### src/rtl/instruction_fetch_queue.sv
// Instruction fetch queue: issues sequential word fetches to a variable-latency instruction
// memory, buffers returned words with their PCs in an in-order FIFO and hands them to decode
// over valid/ready. A redirect flushes the queue and discards in-flight responses.
// Optional: define IFQ_PERF_EN to add saturating perf counters (fetched/flushed/starve).
module instruction_fetch_queue #(
   parameter int unsigned DEPTH           = 4,
   parameter int unsigned MAX_OUTSTANDING = 2,
   parameter logic [31:0] RESET_PC        = 32'h00000000
) (
   input  logic        clk,
   input  logic        reset,
`ifdef IFQ_PERF_EN
   output logic [31:0] perf_fetched,
   output logic [31:0] perf_flushed,
   output logic [31:0] perf_starve,
`endif
   input  logic        redirect_valid,
   input  logic [31:0] redirect_pc,
   output logic        imem_req_valid,
   input  logic        imem_req_ready,
   output logic [31:0] imem_req_addr,
   input  logic        imem_resp_valid,
   input  logic [31:0] imem_resp_data,
   output logic        out_valid,
   input  logic        out_ready,
   output logic [31:0] out_instr,
   output logic [31:0] out_pc
);

   localparam int unsigned AW = (DEPTH > 1) ? $clog2(DEPTH) : 1;
   localparam int unsigned CW = $clog2(DEPTH + 1);
   localparam int unsigned OW = $clog2(MAX_OUTSTANDING + 1);
   localparam logic [31:0] NOP = 32'h00000013;

   logic [31:0]   fetch_pc_q, fetch_pc_d;
   logic [31:0]   resp_pc_q, resp_pc_d;
   logic [AW-1:0] rd_ptr_q, rd_ptr_d;
   logic [AW-1:0] wr_ptr_q, wr_ptr_d;
   logic [CW-1:0] count_q, count_d;
   logic [OW-1:0] outst_q, outst_d;
   logic [OW-1:0] drop_q, drop_d;
   logic [31:0]   instr_mem [DEPTH];
   logic [31:0]   pc_mem [DEPTH];
   logic          credit_ok, accept, push, pop, drop_resp;

   // Request credit, handshakes and head-of-queue outputs
   always_comb begin
      // Reserve a FIFO slot for every outstanding request so responses can never overflow
      credit_ok = ((32'(count_q) + 32'(outst_q)) < DEPTH) &&
                  (32'(outst_q) < MAX_OUTSTANDING) && (drop_q == '0);
      imem_req_valid = !reset && !redirect_valid && credit_ok;
      imem_req_addr  = fetch_pc_q;
      accept         = imem_req_valid && imem_req_ready;
      push           = imem_resp_valid && !redirect_valid && (drop_q == '0);
      drop_resp      = imem_resp_valid && !redirect_valid && (drop_q != '0);
      out_valid      = (count_q != '0);
      pop            = out_valid && out_ready && !redirect_valid;
      out_instr      = out_valid ? instr_mem[rd_ptr_q] : NOP;
      out_pc         = out_valid ? pc_mem[rd_ptr_q] : 32'h0;
   end

   // Next-state: redirect overrides accept/push/pop for the cycle
   always_comb begin
      fetch_pc_d = fetch_pc_q;
      resp_pc_d  = resp_pc_q;
      rd_ptr_d   = rd_ptr_q;
      wr_ptr_d   = wr_ptr_q;
      count_d    = count_q;
      outst_d    = outst_q;
      drop_d     = drop_q;
      if (redirect_valid) begin
         fetch_pc_d = redirect_pc & ~32'h3;
         resp_pc_d  = redirect_pc & ~32'h3;
         rd_ptr_d   = '0;
         wr_ptr_d   = '0;
         count_d    = '0;
         // A response arriving now is discarded and retires one of the outstanding requests
         outst_d    = outst_q - OW'(imem_resp_valid);
         drop_d     = outst_q - OW'(imem_resp_valid);
      end else begin
         if (accept) fetch_pc_d = fetch_pc_q + 32'd4;
         if (push) begin
            wr_ptr_d  = wr_ptr_q + AW'(1);
            resp_pc_d = resp_pc_q + 32'd4;
         end
         if (pop) rd_ptr_d = rd_ptr_q + AW'(1);
         if (drop_resp) drop_d = drop_q - OW'(1);
         count_d = count_q + CW'(push) - CW'(pop);
         outst_d = outst_q + OW'(accept) - OW'(imem_resp_valid);
      end
   end

   // Control state registers
   always_ff @(posedge clk or posedge reset) begin
      if (reset) begin
         fetch_pc_q <= RESET_PC;
         resp_pc_q  <= RESET_PC;
         rd_ptr_q   <= '0;
         wr_ptr_q   <= '0;
         count_q    <= '0;
         outst_q    <= '0;
         drop_q     <= '0;
      end else begin
         fetch_pc_q <= fetch_pc_d;
         resp_pc_q  <= resp_pc_d;
         rd_ptr_q   <= rd_ptr_d;
         wr_ptr_q   <= wr_ptr_d;
         count_q    <= count_d;
         outst_q    <= outst_d;
         drop_q     <= drop_d;
      end
   end

   // FIFO storage; contents are qualified by count so no reset is needed
   always_ff @(posedge clk) begin
      if (push) begin
         instr_mem[wr_ptr_q] <= imem_resp_data;
         pc_mem[wr_ptr_q]    <= resp_pc_q;
      end
   end

`ifdef IFQ_PERF_EN
   logic [31:0] flush_inc;

   function automatic logic [31:0] sat_add(input logic [31:0] a, input logic [31:0] b);
      logic [32:0] s;
      s = {1'b0, a} + {1'b0, b};
      return s[32] ? 32'hffffffff : s[31:0];
   endfunction

   // Flushed = entries cleared by redirect plus every response discarded because of one
   always_comb begin
      flush_inc = redirect_valid ? (32'(count_q) + 32'(imem_resp_valid)) : 32'(drop_resp);
   end

   // Saturating performance counters
   always_ff @(posedge clk or posedge reset) begin
      if (reset) begin
         perf_fetched <= '0;
         perf_flushed <= '0;
         perf_starve  <= '0;
      end else begin
         perf_fetched <= sat_add(perf_fetched, 32'(push));
         perf_flushed <= sat_add(perf_flushed, flush_inc);
         perf_starve  <= sat_add(perf_starve, 32'(!out_valid));
      end
   end
`endif

endmodule

### config.mk
export PLATFORM = sky130hd
export DESIGN_NAME = instruction_fetch_queue
export DESIGN_NICKNAME = d
export VERILOG_FILES = /design/src/rtl/instruction_fetch_queue.sv
export SDC_FILE = /design/constraint.sdc
export NUM_CORES = 1
export LEC_CHECK = 0
export CORE_MARGIN = 2
export CORE_UTILIZATION = 40
export DETAILED_ROUTE_END_ITERATION = 8
export HOLD_SLACK_MARGIN = 0.03
export PLACE_DENSITY = 0.63
export SLEW_MARGIN = 10
export SYNTH_ARGS = -nofsm -noshare
export SYNTH_HDL_FRONTEND = slang
export SYNTH_SLANG_ARGS = --single-unit
### constraint.sdc
create_clock -name clk -period 3.5 [get_ports clk]
set_input_delay 0.7 -clock clk [delete_from_list [all_inputs] [get_ports clk]]
set_output_delay 0.7 -clock clk [all_outputs]
set_load 0.01 [all_outputs]
**Word level (Yosys, flattened, before mapping)**

Memories as Yosys holds them, arrays and structs flattened.
Index checks and enable logic that the tools add are counted.

- $add $sub $neg: 11
- Multiplexer cells: 16
- Reductions and logical operators: 19
- $lt $le $gt $ge: 2

Operators with widths:

| kind | number |
|---|---|
| $mux 32 | 6 |
| $add 32x3->32 const B | 2 |
| $mux 2 | 7 |
| $logic_and 1x1->1 | 10 |
| $reduce_bool 2->1 | 5 |
| $add 2x1->2 const B | 2 |
| $add 3x2->4 | 1 |
| $lt 4x3->1 const B | 1 |
| $sub 2x1->2 | 2 |
| $add 3x1->3 | 1 |
| $mux 3 | 1 |
| $reduce_bool 3->1 | 1 |
| $sub 3x1->3 | 1 |
| $add 2x1->2 | 1 |
| $logic_not 1->1 | 2 |
| $logic_not 2->1 | 1 |
| $lt 2x2->1 const B | 1 |
| $mux 1 | 2 |
| $sub 2x1->2 const B | 1 |

- Input bits: 70
- Output and inout port bits: 98
- Logic and storage cells: 57
- Memories kept: 2
- Memory bits (writable): 256
- Flip-flop bits (word level): 75

Memories:

| name | words | bits a word | read ports | clocked after memory_dff | write ports | line | source |
|---|---|---|---|---|---|---|---|
| instr_mem | 4 | 32 | 1 | 0 | 1 | 42 | `logic [31:0] instr_mem [DEPTH];` |
| pc_mem | 4 | 32 | 1 | 0 | 1 | 43 | `logic [31:0] pc_mem [DEPTH];` |

**Longest topological paths before layout**

- Word-level depth: 9
- Mapped depth: 13
- Mapped depth without buffers: 11

**Worst setup path before layout**

Ideal clock, no wire load.

- Path kind: input port to flip-flop
- From: input redirect_valid
- To: memory instr_mem[1][0], enable pin
- Stages on the path: 3
- Arrival: 2.595 ns
- Path slack: 0.478 ns
- Required time: 3.073 ns
- Library setup time: 0.427 ns
- Path buffers: 1
- Path through: clkbuf_1 > nor2b_2 > and3_1

- Longest elaborated chain between the ends: 5

Ends and longest elaborated chain:

| element | line | source |
|---|---|---|
| from (decl) | 17 | `input logic redirect_valid,` |
| $logic_not 1->1 | 54 | `push = imem_resp_valid && !redirect_valid && (drop_q == '0);` |
| $logic_and 1x1->1 (2 in a row) | 54 |  |
| $mux 1 | 116 | `if (push) begin` |
| $mux 1 (not written as such) | 117 | `instr_mem[wr_ptr_q] <= imem_resp_data;` |
| to (decl) | 42 |  |

Every way passes these cells.

**Final worst setup path**

- From: register rd_ptr_q[0]
- To: output out_instr[0]

- Longest elaborated chain between the ends: 2

Ends and longest elaborated chain:

| element | line | source |
|---|---|---|
| from (decl) | 37 | `logic [AW-1:0] rd_ptr_q, rd_ptr_d;` |
| from (signal assigned) | 106 | `rd_ptr_q <= rd_ptr_d;` |
| $mem_v2 4x32 | -- |  |
| $mux 32 | 58 | `out_instr = out_valid ? instr_mem[rd_ptr_q] : NOP;` |
| to (decl) | 26 | `output logic [31:0] out_instr,` |

Every way passes these cells.

==> key figures <==
STA
  • Final setup vio count: 0
  • Final Cycle Share: 92.9%
  • RSZ-0062 raised after global routing: no
  • Period minus WS final: 3.25 ns
  • Maximum clock frequency: 308 MHz
  • Slew Limit Headroom: 31.9%
  • Max-slew violations: 0
  • Post-route worst setup slack: 0.250 ns
  • Worst-margin pin slew: 1.02 ns
  • Final Hold Fails: 0
  • Setup TNS: 0 ns
  • Skew final: 0.0157 ns

Synth
  • Most common flop cell mapped by yosys: edfxtp_1
  • Area contributors post-synth: edfxtp_1 55%, dfrtp_1 13%, mux4_2 10%
  • Cell count after synthesis: 854
  • Distinct cells, synth: 58
  • Post-synth EDFFs: 248
  • Avg Cell Area, Syn: 15.9 um2
  • Asr flop ratio synth: 22.3%
  • Area share of the largest cell type after synthesis: 55.0%
  • YS warnings: 0
  • Yosys top cell by area: edfxtp_1
  • Synthesized area: 0.0135 mm2
  • Flop and latch count out of synthesis: 319
  • Sequential share of the synthesized area: 68.1%

Setup path
  • Slowest stage cell, crit path: mux4_2
  • Critical path class: flop to output pin
  • CP Max Fanout: 27
  • Crit path cell chain: buf_12 > mux4_2 > or2_2 > clkdlybuf4s50_1
  • Worst Path Required: 2.80 ns
  • Critical path launch point type: flop
  • Critical path endpoint category: output pin
  • Critical Path AT: 2.55 ns
  • CP Buf/Inv Count: 2
  • Slowest Stage Delay on Critical Path: 0.52 ns
  • Crit-path leading delay family: buffers and inverters

Clock network
  • Clock buffer depth: 3
  • Root buf cell: clkbuf_16
  • H-Tree Depth: 2
  • Clock Pin Slew Worst Setup and Hold Paths: 0.06 ns
  • Clk_lat worst skew: 0.51 ns
  • # clock sinks: 319
  • Num CTS Buffers: 35
  • CTS tree: done

Floorplanning
  • Row count: 67
  • Die Area: 0.0353 mm2
  • IO Pins: 168
  • Die span in y: 188 um
  • Core area: 0.0334 mm2
  • Die X-Extent: 188 um
  • Initial Util: 40.5%

Layout
  • Fill count: 2,786
  • N_diodes: 0
  • Most frequent cells in the layout: 248 x edfxtp_1, 160 x clkdlybuf4s50_1, 69 x dfrtp_1
  • Layout net count: 1,117
  • Commonest non-fill, non-tap cell in the layout: edfxtp_1
  • Final std cells w/o fill: 1,503
  • Layout cell share with drive strength beyond 1: 15.2%
  • Layout area overhead: 24.5%

Global routing
  • Largest net degree at the start of global routing: 63
  • Gr ovfl total: 0
  • GRT Resource Usage Total: 16.2%
  • Vias in the first global route: 7,815
  • First-pass GRT wire length: 44.7 mm
  • Initial antenna violation count: 0

Power
  • PD cells: 656 mW/mm2
  • Switching share of total power: 27.1%
  • Seq pwr share: 41.4%
  • Clock power share: 30.6%
  • VDD IR max: 0.363 mV
  • LEAKAGE: 5.69 nW
  • P_sw: 2.99 mW
  • Internal Power: 8.06 mW
  • Logic pwr share: 28.0%

Flow run
  • Max-cap viol count: 0

Routing
  • Detail Route Antenna Nets: 0
  • Avg WL per Cell: 19.0 um
  • 1st-iter DRT viols: 556
  • Met3 Wirelength: 1.59 mm
  • Routed via count: 7,921
  • DRC viols: 0
  • Met1 WL: 13.7 mm
  • Met2 Wirelength: 12.8 mm
  • Routed Wire Length: 28.6 mm
  • DR top layer: met4
  • Vias/cell: 5.27
  • Drt pass-1 iters: 5

Placed design
  • Port Buf Inserts: 161
  • Placed insts: 1,444
  • Setup WS pre-CTS: 0.442 ns
  • Detailed Place HPWL: 18.5 mm
  • Final GP Congestion: 0.800

Min path
  • Worst Hold Class: flop to flop

Outcome
  • Status: finished clean
## metal layers
layer	track usage (%)	vias up
li1	-	3628
met1	23.8	3987
met2	25.3	259
met3	2.79	47
met4	4.18	0
met5	0	-
## Yosys cell counts, types with 3 or more instances
cell type	instances
nand4_1	21
a31o_2	3
nand2b_1	6
a21boi_0	3
edfxtp_1	248
nor2_1	27
inv_1	20
mux4_2	62
mux2_2	8
or2_2	3
o211ai_1	9
buf_1	3
nand2_1	59
nand3_1	36
a21oi_1	6
xnor2_1	24
dfrtp_1	71
nor4_1	5
o21ai_0	37
a31oi_1	5
ha_1	13
nor3_1	9
and4_1	3
buf_4	5
o311ai_0	5
clkbuf_1	22
and2_1	64
mux2i_1	4
xor2_1	16
buf_2	13
and3_1	8
## worst paths after layout
check	depth (start not counted)	start	end	slack (ns)
worst min register to register	1	outst_q[1]	outst_q[1]	0.55
max in group asynchronous	3	reset	rd_ptr_q[0]	2.19
min in group asynchronous	2	reset	imem_req_addr[19]	0.63
worst max register to register	8	drop_q[0]	imem_req_addr[28]	0.86
worst min-delay path	1	outst_q[1]	outst_q[1]	0.55
worst max-delay path	4	rd_ptr_q[0]	out_instr[0]	0.25
## through the flow
| step | area [um2] | hold slack, ns | util [%] | power, mW |
|---|---|---|---|---|
| 2_1_floorplan | 13500 | 0.505 | - | 6.26 |
| 3_3_place_gp | 15800 | 0.535 | 47.3 | 7.79 |
| 3_5_place_dp | 15800 | 0.534 | 47.3 | 7.81 |
| 4_1_cts | 16900 | 0.542 | 50.4 | 11.2 |
| 5_1_grt | 16900 | 0.593 | 50.4 | 11.6 |
| 6_report | 16900 | 0.546 | 50.4 | 11.1 |
## sequential cells by signal, indices dropped and copies added (netlist names)
name           flops
rd_ptr_q           2
instr_mem        128
pc_mem           120
imem_req_addr     30
drop_q             2
outst_q            2
wr_ptr_q           2
count_q            3
resp_pc_q         30
## cells by family after synthesis
group           share of synthesized area, %
xor+xnor                                2.59
simple gates                            10.7
flops                                   68.1
compound gates                          3.92
fa+ha+maj                               1.35
other cells                           0.0277
buf+inv                                 2.03
mux                                     11.3
## power by group through the flow
stage                     logic, mW  registers, mW  clock network, mW
after CTS                      3.17           4.57               3.47
after global routing           3.38           4.61               3.60
after floorplan                1.68           4.58                  0
after global placement         3.15           4.64                  0
after detailed placement       3.17           4.65                  0
final                          3.09           4.58               3.39
## cell type report
cell class	instances	area, um2	area share (%)
clock buffers	46	927	5.50
clock inverters	13	118	0.698
inverters	21	81.3	0.482
multi-input cells	474	4050	24.0
flip-flops and latches	319	9230	54.7
well taps	448	561	3.32
repair buffers	182	1890	11.2
## timing repair
item / CTS / global route
gates resized for setup: 0 / 2
endpoints found under the setup margin: 0 / 59
buffers inserted: 0 / 0
hold buffers: 0 / 0
hold endpoints to repair: 0 / 0
Power figures use the tool's default switching activity.
